===== config.mk =====
export PLATFORM = sky130hd
export DESIGN_NAME = bufferdomain_fifo
export DESIGN_NICKNAME = d
export VERILOG_FILES = /design/src/rtl/bufferdomain_fifo.sv
export SDC_FILE = /design/constraint.sdc
export NUM_CORES = 1
export LEC_CHECK = 0
export CORE_MARGIN = 5
export CORE_UTILIZATION = 54
export CTS_CLUSTER_SIZE = 20
export DETAILED_ROUTE_END_ITERATION = 10
export HOLD_SLACK_MARGIN = 0.15
export PLACE_DENSITY = 0.78
export SLEW_MARGIN = 10
export SYNTH_ARGS = -nofsm -noshare
export SYNTH_HDL_FRONTEND = slang
export SYNTH_SLANG_ARGS = --single-unit
export TNS_END_PERCENT = 5

===== constraint.sdc =====
create_clock -name clock -period 2.83 [get_ports clock]
set_input_delay 0.566 -clock clock [delete_from_list [all_inputs] [get_ports clock]]
set_output_delay 0.566 -clock clock [all_outputs]
set_load 0.05 [all_outputs]

===== src/rtl/bufferdomain_fifo.sv =====
// Strobe-capture FIFO: synchronises an asynchronous capture strobe, queues input_data on each rise,
// and drains through a valid/ready handshake or as one-cycle auto-drain pulses.
module bufferdomain_fifo #(
  parameter int unsigned DW          = 8,
  parameter int unsigned DEPTH       = 4,
  parameter int unsigned SYNC_STAGES = 2,
  parameter int unsigned PULSE_MODE  = 0,
  parameter int unsigned DROP_W      = 8
) (
  input  logic                     clock,
  input  logic                     reset,
  input  logic [DW-1:0]            input_data,
  input  logic                     input_enable,
  output logic [DW-1:0]            output_data,
  output logic                     output_valid,
  input  logic                     output_ready,
  output logic [$clog2(DEPTH):0]   level,
  output logic                     overflow,
  input  logic                     overflow_clear,
  output logic [DROP_W-1:0]        drop_count
);

  localparam int unsigned AW = $clog2(DEPTH);
  localparam int unsigned PW = AW + 1;

  logic [SYNC_STAGES-1:0] sync_q, sync_d;
  logic                   hist_q, hist_d;
  logic [PW-1:0]          wr_q, wr_d;
  logic [PW-1:0]          rd_q, rd_d;
  logic [PW-1:0]          level_q, level_d;
  logic                   valid_q, valid_d;
  logic [DW-1:0]          data_q, data_d;
  logic                   ovf_q, ovf_d;
  logic [DROP_W-1:0]      drop_q, drop_d;
  logic                   rise_c, full_c, pop_c, push_c, drop_c, nonempty_c;
  logic [DW-1:0]          mem_q [DEPTH];

  // Next-state logic; output_data is a registered look-ahead of the head after this edge.
  always_comb begin
    sync_d     = {sync_q[SYNC_STAGES-2:0], input_enable};
    hist_d     = sync_q[SYNC_STAGES-1];
    rise_c     = sync_q[SYNC_STAGES-1] & ~hist_q;
    full_c     = (wr_q[AW] != rd_q[AW]) && (wr_q[AW-1:0] == rd_q[AW-1:0]);
    pop_c      = valid_q & ((PULSE_MODE != 0) | output_ready);
    push_c     = rise_c & (~full_c | pop_c);
    drop_c     = rise_c & full_c & ~pop_c;
    wr_d       = wr_q + PW'(push_c);
    rd_d       = rd_q + PW'(pop_c);
    level_d    = wr_d - rd_d;
    nonempty_c = (wr_d != rd_d);
    valid_d    = nonempty_c & ((PULSE_MODE == 0) | ~valid_q);
    data_d     = data_q;
    ovf_d      = ovf_q;
    drop_d     = drop_q;

    // A word written this edge into the slot that becomes head must be forwarded from the input.
    if (nonempty_c) begin
      if (push_c && (rd_d[AW-1:0] == wr_q[AW-1:0])) begin
        data_d = input_data;
      end else begin
        data_d = mem_q[rd_d[AW-1:0]];
      end
    end

    if (overflow_clear) begin
      ovf_d  = 1'b0;
      drop_d = '0;
    end
    // A drop in the same cycle as a clear wins and restarts the count at one.
    if (drop_c) begin
      ovf_d = 1'b1;
      if (overflow_clear) begin
        drop_d = DROP_W'(1);
      end else if (!(&drop_q)) begin
        drop_d = drop_q + DROP_W'(1);
      end
    end
  end

  always_ff @(posedge clock or posedge reset) begin
    if (reset) begin
      sync_q  <= '0;
      hist_q  <= 1'b0;
      wr_q    <= '0;
      rd_q    <= '0;
      level_q <= '0;
      valid_q <= 1'b0;
      data_q  <= '0;
      ovf_q   <= 1'b0;
      drop_q  <= '0;
    end else begin
      sync_q  <= sync_d;
      hist_q  <= hist_d;
      wr_q    <= wr_d;
      rd_q    <= rd_d;
      level_q <= level_d;
      valid_q <= valid_d;
      data_q  <= data_d;
      ovf_q   <= ovf_d;
      drop_q  <= drop_d;
    end
  end

  // Storage is intentionally not reset.
  always_ff @(posedge clock) begin
    if (push_c) begin
      mem_q[wr_q[AW-1:0]] <= input_data;
    end
  end

  assign output_data  = data_q;
  assign output_valid = valid_q;
  assign level        = level_q;
  assign overflow     = ovf_q;
  assign drop_count   = drop_q;

endmodule


==> out/metrics.cfg <==
[final_layout]
fin_cells=320
nNetsFinal=269
antenna_cells=0
syn_to_final_growth_pct=25.7
drive_above_1_share_pct=18.6

[clocking]
clk-insertion-delay-late_ns=0.32
clk_pin_slew_worst_paths_ns=0.07
clock_sinks=62
post-cts-setup-buffers=0
root_buffer=clkbuf_8
numCtsBuffers=9
cts_resized=0
tritoncts=done
hold_buffers=0
cts_max_path_buffers=2
htreeDepth=3

[critical_path]
setup.worst_path.start_class=primary input
rr_startpoint=wr_q[0]
arrival_ns=2.72
worstRegToRegCells=9
cp-endpoint=output_data[5]
end_kind=flip-flop
rrSetupSlack_ns=0.40
cp.required_ns=3.07
startpoint=output_ready
crit_type=in2reg
worst_r2r_endpoint=output_data[5]
crit_path_max_fanout=9

[drt]
first_pass_iters=4
vias=1818
drc=0
drt_iter0_markers=177
wirelength_um=5460
routed_via_density=5.68
drt.antenna.violating_nets=0
wire_per_inst_um=17.0

[power]
swShare_pct=41.1
sequentialPowerShare_pct=32.9
p_leak_nw=1.32
switching_power_mw=1.62
vdd_drop_max_uv=808
p_int_mw=2.33
power_frac_comb_pct=50.8
power_density_nw_per_um2=1170
power_mw=3.95
power_frac_clock_pct=16.3

[sta]
setup_viol=0
drv_slew=0
min_period_over_period_pct=87.5
min_period_ns=2.48
fin_setup_tns_ns=0
skew_ns=0.00583
clock.fmax_mhz=404
finalHoldViolations=0
rsz0062_at_grt=false
relSlewSlack_pct=65.3
worst_slew_pin_slew_ns=0.519

[global_routing]
grt_max_degree=31
first_global_vias=1883
grt.overflow.total=0
grt_util_all_layers_pct=19.6
grt_first_pass_wirelength_um=9500
antenna_found_initial=0

[place]
portBuffers=33
dpl.cell_count=304
hpwl_um=3860
place_congestion=0.849

[yosys]
async_flop_share_pct=48.4
syn_area_um2=2690
synthFlopType=edfxtp_1
yosysTopAreaCellShare_pct=35.8
ys_seq_elements=62
synth_edf_count=32
synthTopCellsByArea=edfxtp_1 (36%), dfrtp_1 (28%), mux4_2 (6.7%), ha_1 (3.3%), nand3_1 (2.1%)
yosysSeqAreaShare_pct=63.7
synthDominantAreaCellType=edfxtp_1
synthesis.nets=214
synth_area_per_cell_um2=13.9
ys_types=37
syn_inst=193
yosysWarnings=0

[floorplanning]
io-pin-count=34
rows=25
die_w_um=80.5
start_util_pct=56.1
die_area_um2=6480
coreArea_um2=4790
die_h_um=80.5

[hold_path]
holdPathStages=0
min_path_type=reg2reg

[outcome]
outcome=finished, final reports clean

[flow_run]
drv_cap=0

## critical path, stage by stage
cell	delay (ns)
clkdlybuf4s50_1	0.41
nand2_1	0.09
buf_4	0.11
inv_1	0.03
ha_1	0.16
ha_1	0.37
inv_1	0.07
ha_1	0.28
nand2_1	0.06
or2_1	0.33
a31oi_1	0.22
## kinds of logic (layout without fill, tap and decap cells)
kind of cell / Yosys count / count (layout) / share of synthesized area [%]
xor gates and xnor gates: 9 / 9 / 3.77
DFF: 62 / 62 / 63.7
and+or+nand+nor: 51 / 51 / 9.88
AOI/OAI and AO/OA: 30 / 30 / 7.36
muxes: 11 / 11 / 7.92
adders and majority gates: 8 / 8 / 4.01
buffers and inverters: 22 / 82 / 3.31
## metrics by stage
stage / hold WS (ns) / util, % / worst slack (ns) / area (um^2)
after floorplan: 0.331 / - / 0.199 / 2690
after global placement: 0.334 / 67.1 / 0.0861 / 3210
after detailed placement: 0.336 / 67.1 / 0.0280 / 3210
after CTS: 0.352 / 70.5 / 0.368 / 3370
after global routing: 0.369 / 70.5 / 0.207 / 3370
final: 0.349 / 70.5 / 0.354 / 3370
## worst min path at each step
stage	from	endpoint
6_report	sync_q[0]	sync_q[1]
5_1_grt	sync_q[0]	sync_q[1]
4_1_cts	sync_q[0]	sync_q[1]
3_5_place_dp	sync_q[0]	sync_q[1]
3_3_place_gp	sync_q[0]	sync_q[1]
2_1_floorplan	sync_q[0]	sync_q[1]
## synthesized netlist by cell type (3+ instances only)
| master | count |
|---|---|
| nor4_1 | 3 |
| or4_1 | 4 |
| edfxtp_1 | 32 |
| clkbuf_1 | 4 |
| ha_1 | 7 |
| o21ai_0 | 10 |
| nand3_1 | 11 |
| xor2_1 | 4 |
| mux4_2 | 8 |
| buf_2 | 5 |
| o31ai_1 | 3 |
| nor2_1 | 6 |
| dfrtp_1 | 30 |
| a21oi_1 | 3 |
| a31oi_1 | 8 |
| nor3_1 | 11 |
| inv_1 | 13 |
| nand2_1 | 7 |
## state kept, by name, indices dropped and copies added, names as in the netlist, 2 cells and up
signal	cells
wr_q	3
drop_count	8
output_data	8
mem_q	32
rd_q	3
sync_q	2
level	3
## final cells by class
type,count,area (um^2)
timing repair buffer,53,480
clock inverter,6,37.5
inverter,13,48.8
clock buffer,10,128
multi-input combinational,109,885
fill,338,1410
sequential,62,1710
tap,67,83.8
## cell usage in the layout, fill, tap and decap left out, types with 2 or more instances in the layout
cell type | netlist | final
xor2_1 | 4 | 4
buf_4 | 0 | 20
nand3_1 | 11 | 11
dfrtp_1 | 30 | 30
edfxtp_1 | 32 | 32
nor4_1 | 3 | 3
mux4_2 | 8 | 8
clkinvlp_4 | 0 | 2
nand4_1 | 2 | 2
a31oi_1 | 8 | 8
or4_1 | 4 | 4
xnor2_2 | 2 | 2
and3_1 | 2 | 2
xnor2_1 | 2 | 2
a21oi_1 | 3 | 3
o21ai_0 | 10 | 10
ha_1 | 7 | 7
nor3_1 | 11 | 11
nor2_1 | 6 | 6
clkbuf_8 | 0 | 9
inv_1 | 13 | 13
clkinv_2 | 0 | 2
nand2_1 | 7 | 7
clkdlybuf4s50_1 | 0 | 33
o31ai_1 | 3 | 3
mux2_1 | 2 | 2
## power groups by stage
stage                     registers, mW  clock network [mW]  logic (mW)
after floorplan                    1.61                   0        1.00
after CTS                          1.30               0.668        2.02
final                              1.30               0.644        2.00
after global routing               1.32               0.722        2.20
after global placement             1.31                   0        1.96
after detailed placement           1.32                   0        2.01
## per-layer routing
layer	GRT usage, %	vias to the layer above	share of wire (%)
met4	7.60	0	1.3
met3	5.27	6	5.9
met1	26.6	905	44
met5	0	-	0
li1	-	841	-
met2	30.3	66	49
Power figures use the tool's default switching activity.
